===== src/rtl/mul_div_pkg.sv =====
// Shared encodings and constants for the iterative multiply/divide unit.
// Optional zero-operand multiply shortcut is enabled by macro MUL_DIV_ZERO_SKIP_EN.
package mul_div_pkg;

   localparam int DEF_WIDTH = 32;

   localparam logic [DEF_WIDTH-1:0] DZ_QUOT = '1;

   typedef enum logic [1:0] {
      OP_MULU = 2'd0,
      OP_DIVU = 2'd1,
      OP_MUL  = 2'd2,
      OP_DIV  = 2'd3
   } op_t;

   typedef enum logic [1:0] {
      S_IDLE = 2'd0,
      S_RUN  = 2'd1,
      S_FIX  = 2'd2
   } state_t;

endpackage


===== src/rtl/mul_div_sign.sv =====
// Combinational conditional two's-complement negate, used for |operand| on
// capture and for applying result signs on writeback.
module mul_div_sign #(
   parameter int N = 32
) (
   input  logic [N-1:0] val,
   input  logic         neg,
   output logic [N-1:0] result
);

   assign result = neg ? (~val + N'(1)) : val;

endmodule


===== src/rtl/mul_div_seq.sv =====
// Radix-2 sequential multiply/divide unit owning HI/LO.
// Define MUL_DIV_ZERO_SKIP_EN to short-cut multiplies with a zero operand.
module mul_div_seq
   import mul_div_pkg::*;
#(
   parameter int WIDTH = DEF_WIDTH,
   localparam int CNT_W = $clog2(WIDTH)
) (
   input  logic             clk,
   input  logic             rst,
   input  logic             start,
   input  logic [1:0]       op,
   input  logic [WIDTH-1:0] x,
   input  logic [WIDTH-1:0] y,
   input  logic             flush,
   output logic             busy,
   output logic             done,
   output logic [WIDTH-1:0] hi,
   output logic [WIDTH-1:0] lo,
   output logic             div_zero
);

   localparam logic [CNT_W-1:0] LAST = CNT_W'(WIDTH - 1);

   state_t             state;
   logic               is_div;
   logic [CNT_W-1:0]   cnt;
   logic [2*WIDTH-1:0] acc;
   logic [WIDTH-1:0]   b;
   logic               neg_res;
   logic               neg_rem;
   logic               dz_pend;

   logic               op_signed;
   logic               sx;
   logic               sy;
   logic [WIDTH-1:0]   abs_x;
   logic [WIDTH-1:0]   abs_y;
   logic [2*WIDTH-1:0] prod_fix;
   logic [WIDTH-1:0]   quot_fix;
   logic [WIDTH-1:0]   rem_fix;

   logic [WIDTH:0]     sum;
   logic [WIDTH:0]     shifted;
   logic               ge;
   logic [WIDTH-1:0]   rem_next;

   assign op_signed = op[1];
   assign sx = op_signed & x[WIDTH-1];
   assign sy = op_signed & y[WIDTH-1];

   mul_div_sign #(.N(WIDTH)) u_abs_x (.val(x), .neg(sx), .result(abs_x));
   mul_div_sign #(.N(WIDTH)) u_abs_y (.val(y), .neg(sy), .result(abs_y));

   mul_div_sign #(.N(2*WIDTH)) u_fix_prod (.val(acc), .neg(neg_res), .result(prod_fix));
   mul_div_sign #(.N(WIDTH)) u_fix_quot (.val(acc[WIDTH-1:0]), .neg(neg_res), .result(quot_fix));
   mul_div_sign #(.N(WIDTH)) u_fix_rem (.val(acc[2*WIDTH-1:WIDTH]), .neg(neg_rem), .result(rem_fix));

   // Multiply: acc = {partial product, remaining multiplier bits}.
   // Divide:   acc = {remainder, dividend bits shifting into quotient}.
   assign sum      = {1'b0, acc[2*WIDTH-1:WIDTH]} + {1'b0, (acc[0] ? b : '0)};
   assign shifted  = acc[2*WIDTH-1:WIDTH-1];
   assign ge       = shifted >= {1'b0, b};
   assign rem_next = ge ? (shifted[WIDTH-1:0] - b) : shifted[WIDTH-1:0];

   always_ff @(posedge clk or posedge rst) begin
      if (rst) begin
         state    <= S_IDLE;
         is_div   <= 1'b0;
         cnt      <= '0;
         acc      <= '0;
         b        <= '0;
         neg_res  <= 1'b0;
         neg_rem  <= 1'b0;
         dz_pend  <= 1'b0;
         busy     <= 1'b0;
         done     <= 1'b0;
         hi       <= '0;
         lo       <= '0;
         div_zero <= 1'b0;
      end else begin
         done <= 1'b0;
         if (flush) begin
            state <= S_IDLE;
            busy  <= 1'b0;
         end else begin
            case (state)
               S_IDLE: begin
                  if (start) begin
                     is_div   <= op[0];
                     cnt      <= '0;
                     div_zero <= 1'b0;
                     busy     <= 1'b1;
                     neg_res  <= sx ^ sy;
                     neg_rem  <= sx;
                     dz_pend  <= 1'b0;
                     if (op[0]) begin
                        acc <= {{WIDTH{1'b0}}, abs_x};
                        b   <= abs_y;
                     end else begin
                        acc <= {{WIDTH{1'b0}}, abs_y};
                        b   <= abs_x;
                     end
                     if (op[0] && y == '0) begin
                        // Raw dividend is parked in acc so it can be returned in hi.
                        acc     <= {{WIDTH{1'b0}}, x};
                        dz_pend <= 1'b1;
                        state   <= S_FIX;
                     end
`ifdef MUL_DIV_ZERO_SKIP_EN
                     else if (!op[0] && (x == '0 || y == '0)) begin
                        acc   <= '0;
                        state <= S_FIX;
                     end
`endif
                     else begin
                        state <= S_RUN;
                     end
                  end
               end
               S_RUN: begin
                  if (is_div) begin
                     acc <= {rem_next, acc[WIDTH-2:0], ge};
                  end else begin
                     acc <= {sum, acc[WIDTH-1:1]};
                  end
                  cnt <= cnt + CNT_W'(1);
                  if (cnt == LAST) begin
                     state <= S_FIX;
                  end
               end
               S_FIX: begin
                  if (dz_pend) begin
                     lo       <= {WIDTH{1'b1}};
                     hi       <= acc[WIDTH-1:0];
                     div_zero <= 1'b1;
                  end else if (is_div) begin
                     lo <= quot_fix;
                     hi <= rem_fix;
                  end else begin
                     hi <= prod_fix[2*WIDTH-1:WIDTH];
                     lo <= prod_fix[WIDTH-1:0];
                  end
                  done  <= 1'b1;
                  busy  <= 1'b0;
                  state <= S_IDLE;
               end
               default: begin
                  state <= S_IDLE;
                  busy  <= 1'b0;
               end
            endcase
         end
      end
   end

endmodule

===== config.mk =====
export PLATFORM = sky130hd
export DESIGN_NAME = mul_div_seq
export DESIGN_NICKNAME = d
export VERILOG_FILES = /design/src/rtl/mul_div_pkg.sv /design/src/rtl/mul_div_sign.sv /design/src/rtl/mul_div_seq.sv
export SDC_FILE = /design/constraint.sdc
export NUM_CORES = 1
export LEC_CHECK = 0
export ABC_AREA = 1
export CORE_MARGIN = 4
export CORE_UTILIZATION = 40
export CTS_CLUSTER_DIAMETER = 100
export DETAILED_ROUTE_END_ITERATION = 6
export HOLD_SLACK_MARGIN = 0.08
export SLEW_MARGIN = 10
export SYNTH_ARGS = -nofsm -noshare
export SYNTH_HDL_FRONTEND = slang
export SYNTH_SLANG_ARGS = --single-unit

===== constraint.sdc =====
create_clock -name clk -period 9.4 [get_ports clk]
set_clock_uncertainty 0.2 [all_clocks]
set_input_delay 2.82 -clock clk [delete_from_list [all_inputs] [get_ports clk]]
set_output_delay 2.82 -clock clk [all_outputs]
set_load 0.02 [all_outputs]

Word level (Yosys, flattened, before mapping) --
Index checks and enable logic that the tools add are counted.
Storage, ports and cells: flip-flop bits (word level) 174, input bits 70, output and inout port bits 67, logic and storage cells 83
Cells by class: add/subtract/negate cells 8, magnitude comparators 1, eq/ne operators 8, mux-type cells 33, bitwise logic cells 9, reductions and logical operators 11
Operators by type and width (number):
- $mux W32 | 12
- $mux W64 | 4
- $add A32 B1 Y32 const B | 4
- $not A32 Y32 | 4
- $pmux W64 S2 | 1
- $add A64 B1 Y64 const B | 1
- $not A64 Y64 | 1
- $add A32 B32 Y33 | 1
- $ge A33 B32 Y1 | 1
- $logic_not A32 Y1 | 1
- $sub A32 B32 Y32 | 1
- $pmux W5 S2 | 1
- $mux W2 | 4
- $mux W1 | 7
- $ne A2 B2 Y1 const B | 3
- $ne A3 B3 Y1 const B | 2
- $reduce_and A2 Y1 | 3
- $reduce_and A3 Y1 | 2
- $add A5 B1 Y5 const B | 1
- $eq A5 B5 Y1 const B | 1
- $mux W5 | 1
- $pmux W1 S2 | 2
- $pmux W2 S2 | 1
- $reduce_and A4 Y1 | 1
- 8 further kinds | 10

Longest topological paths before layout --
depth in word-level cells 7, mapped depth 21, depth with buffers taken out 20

Modules after synthesis --
A second synthesis with hierarchy kept.
Unflattened totals: cells, all modules 3778, area, all modules 21690.8 um2
Modules (own cells, without submodules):
- mul_div_seq | instances 1, cells each 2372, area each 14790.4 um2
- mul_div_sign at u_abs_x ... | instances 4, cells each 227, area each 1108.6 um2
- mul_div_sign at u_fix_prod | instances 1, cells each 498, area each 2466.1 um2

Least setup slack after synthesis --
OpenSTA, ideal clock, no wires.
path type in2reg, start input y[0], end register acc[14], library setup time 0.121 ns, data arrival time 4.190 ns, data required time 9.079 ns, slack 4.888 ns, stages on the path 12, path buffers 1, cell sequence inv_1 > ha_1 > nand2_1 > nor2_2 > nand4_1 > nor2_4 > nand3_4 > clkbuf_1 > o21ai_0 > inv_1 > nand2_1 > a21oi_1
On the way: word-level cells in the longest chain between the ends 7, elaborated cells on any way between the ends 9, those cells by class add/sub (1); mux (5); bitwise (1); reduce/logical (2)
RTL lines:
- start, declared | line mul_div_seq.sv:14 | input logic [WIDTH-1:0] y,
- $not A32 Y32 | line mul_div_sign.sv:11 | assign result = neg ? (~val + N'(1)) : val;
- $add A32 B1 Y32 | line mul_div_sign.sv:11
- $mux W32 | line mul_div_sign.sv:11
- $mux W32 | line mul_div_seq.sv:97 | if (op[0]) begin
- $mux W64 (*) | line mul_div_seq.sv:104 | if (op[0] && y == '0) begin
- $mux W64 (*) | line mul_div_seq.sv:89 | if (start) begin
- $pmux W64 S2 (*) | line mul_div_seq.sv:87 | case (state)
- end signal, assigned | line mul_div_seq.sv:98 | acc <= {{WIDTH{1'b0}}, abs_x};
- end signal, assigned | line mul_div_seq.sv:101 | acc <= {{WIDTH{1'b0}}, abs_y};
- end signal, assigned | line mul_div_seq.sv:106 | acc <= {{WIDTH{1'b0}}, x};
- end, declared | line mul_div_seq.sv:28 | logic [2*WIDTH-1:0] acc;
Mark *: on every way between the ends. The rest lies on a longest branch, timed or not. The select of a mux whose other input is x is not followed. A chain may end at the register's enable or synchronous reset.

Worst setup path in the final report --
start input op[0], end register acc[15]
On the way: word-level cells in the longest chain between the ends 4, elaborated cells on any way between the ends 5, those cells by class mux (4); reduce/logical (1)
RTL lines:
- start, declared | line mul_div_seq.sv:12 | input logic [1:0] op,
- $mux W32 or $logic_and A1 B1 Y1 (tied branches) | line mul_div_seq.sv:97, mul_div_seq.sv:104
- $mux W64 (*) | line mul_div_seq.sv:104
- $mux W64 (*) | line mul_div_seq.sv:89
- $pmux W64 S2 (*) | line mul_div_seq.sv:87
Marked as above.

==> flow_summary.ini <==
[timing]
period_share_pct = 58.57
worst_pin_slew_ns = 1.129
maxSlewViolCount = 0
rsz0062_at_grt = no
max_freq_ghz = 0.1816
finalSetupViolations = 0
slew_headroom_pct = 24.59
period_minus_slack_ns = 5.506
tns_ns = 0
hold_viol = 0

[floorplanning]
die-area_mm2 = 0.04918
start_util_pct = 40.37
coreArea_mm2 = 0.04528
rows = 78
io_pins = 137
die_y_um = 221.8
fp.dieW_um = 221.8

[synthesis]
postSynthAreaPerCell_um2 = 5.872
synth_cell_type_count = 59
synthTopCellsByArea = dfrtp_1 (24%), nand2_1 (21%), inv_1 (8.6%)
ys_seq_elements = 174
netlist.area_leader.share_pct = 23.82
yosysWarnings = 0
ys.flop_type = dfrtp_1
synthCells = 3113
syn_nets = 3255
yosysTopAreaCell = dfrtp_1
syn_area_mm2 = 0.01828
synth-edff-count = 0
async_flop_share_pct = 100.0
yosysSeqAreaShare_pct = 23.82

[placed_design]
placedCellCount = 3769
gp_congestion = 0.9933
dp_hpwl_um = 64520
io_buffer_count = 136

[grt]
grt_first_pass_wirelength_um = 121600
grt_antenna_before_repair = 0
gr-total-overflow = 0
gr-usage-all-layers_pct = 31.94
grt_max_degree = 86
grt_pass1_vias = 19930

[routing]
via_per_inst = 5.570
route.vias.total = 21170
wl_per_cell_um = 21.23
drcViolationCount = 0
drtPass1Iterations = 6
drt_iter0_markers = 2300
postRouteAntennaNets = 0
drt_wl_total_um = 80700

[pwr]
ir_worst_vdd_mv = 0.1826
power_density_mw_per_mm2 = 322.8
leakage_nw = 10.48

[clock_tree]
clkTransAtPathRegs_ns = 0.09
cts-buffers-inserted = 17
cts_resized = 0
cts-root-buf = clkbuf_16
cts_setup_buffers = 0
htree_levels = 4
clock_sinks = 174
cts_tree = built
clk_path_buf_depth = 2
clock_latency_ns = 0.50
holdBufCountCts = 0

[min_path]
hold_class = reg -> reg
min_from = hi[3]
holdPathStages = 2

[final_layout]
utilization_pct = 45.79
drive_gt1_share_pct = 3.968
nets = 3330
areaGrowthSynthToFinish_pct = 13.44
instances_no_fill = 3801
n_antenna_cell = 0

[run_status]
status = completed

[worst_setup_path]
crit_required_ns = 9.57
cp-end-kind = flip-flop
worst_ep_arrival_time_ns = 5.68
regToRegStartpoint = acc[58]
startpoint = op[0]
worstSetupPathType = in -> reg
crit_path_start_kind = input port
crit_fanout = 46
reg2reg_depth = 13

[job]
drv_cap = 0
## cell usage in the layout, fill, tap and decap left out, types with 7 or more instances in the layout
master and n:
nor3_1 26, buf_4 21, o211ai_1 30, ha_1 70, a22oi_1 8, nor2_1 346, nand3_2 10, o21ai_1 9
o21ai_0 152, clkbuf_16 17, nand2_2 19, clkdlybuf4s50_1 136, dfrtp_1 173, nor2_2 9, xor2_1 55, nand4_1 49
nor2_4 7, xnor2_1 20, inv_1 415, nand3b_1 21, nand2_1 1006, o21bai_1 14, o22ai_1 14, a21oi_1 190
inv_2 10, o221ai_1 8, o22a_1 14, nand3_1 282
## cells in the mapped netlist (18+ instances only)
library cell,n
ha_1,70
inv_1,417
nand2_1,1007
xor2_1,55
buf_2,19
o21ai_0,152
clkbuf_1,65
nor2_1,348
a21oi_1,190
nor3_1,26
nand2_2,18
nand4_1,49
nand3b_1,21
dfrtp_1,174
nand3_1,282
o211ai_1,30
xnor2_1,20
## worst max-delay path: stages
cell and delay [ns]:
clkdlybuf4s50_1 0.45, buf_4 0.40, inv_1 0.08, buf_4 0.28, nor4_4 0.45, nand3_4 0.49, o21ai_0 0.32, o21bai_1 0.25
a21oi_1 0.11
## power by group
group	switching, mW	leakage, nW	total [mW]	internal [mW]
Combinational	2.98	8.08	4.44	1.46
Clock	0.405	0.302	0.774	0.368
Sequential	0.449	2.10	1.48	1.03
Total	3.83	10.5	6.69	2.86
## per-stage QoR
step           total power, mW  setup slack [ns]  hold slack, ns  instance area, um^2
2_1_floorplan            4.308             1.663          0.2702                18280
3_3_place_gp             5.781             3.432          0.2677                20110
3_5_place_dp             5.808             3.396          0.2649                20110
4_1_cts                  6.608             3.948          0.2854                20730
5_1_grt                  7.180             3.671          0.3074                20730
6_report                 6.694             3.894          0.2790                20730
## layout make-up
| type | count | area, um^2 |
|---|---|---|
| clock inverters | 15 | 196.4 |
| inverters | 429 | 1617 |
| well taps | 600 | 750.7 |
| flip-flops and latches | 174 | 4355 |
| fillers | 5028 | 24550 |
| clock buffers | 17 | 425.4 |
| multi-input cells | 2409 | 11870 |
| repair buffers | 157 | 1519 |
## state kept, by name (all words and copies together) (netlist names), 2 cells and up
register,cells
hi,32
cnt,5
acc,64
b,32
lo,32
state,2
## cells by family after synthesis
group                      share of synthesized area (%)
xor gates and xnor gates                           3.594
buffers and inverters                              11.30
adders and majority gates                          5.011
and+or+nand+nor                                    41.39
DFF                                                23.82
AOI/OAI and AO/OA                                  14.88
## worst paths after layout
| kind | end | slack [ns] |
|---|---|---|
| setup / recovery | acc[15] | 3.89 |
| hold / removal | hi[3] | 0.28 |
| setup reg to reg | acc[43] | 5.88 |
| hold reg to reg | hi[3] | 0.28 |
| max in group asynchronous | is_div | 5.12 |
| min in group asynchronous | hi[7] | 2.57 |
## metal layers
metal  vias to the layer above  GRT usage [%]  routed length [um]
met5                         -              0                   0
met4                         0          12.44                3251
met3                       124          6.355                6687
met2                       890          48.11               34690
met1                      9993          45.17               36070
li1                      10170              -                   -
Power figures use the tool's default switching activity.
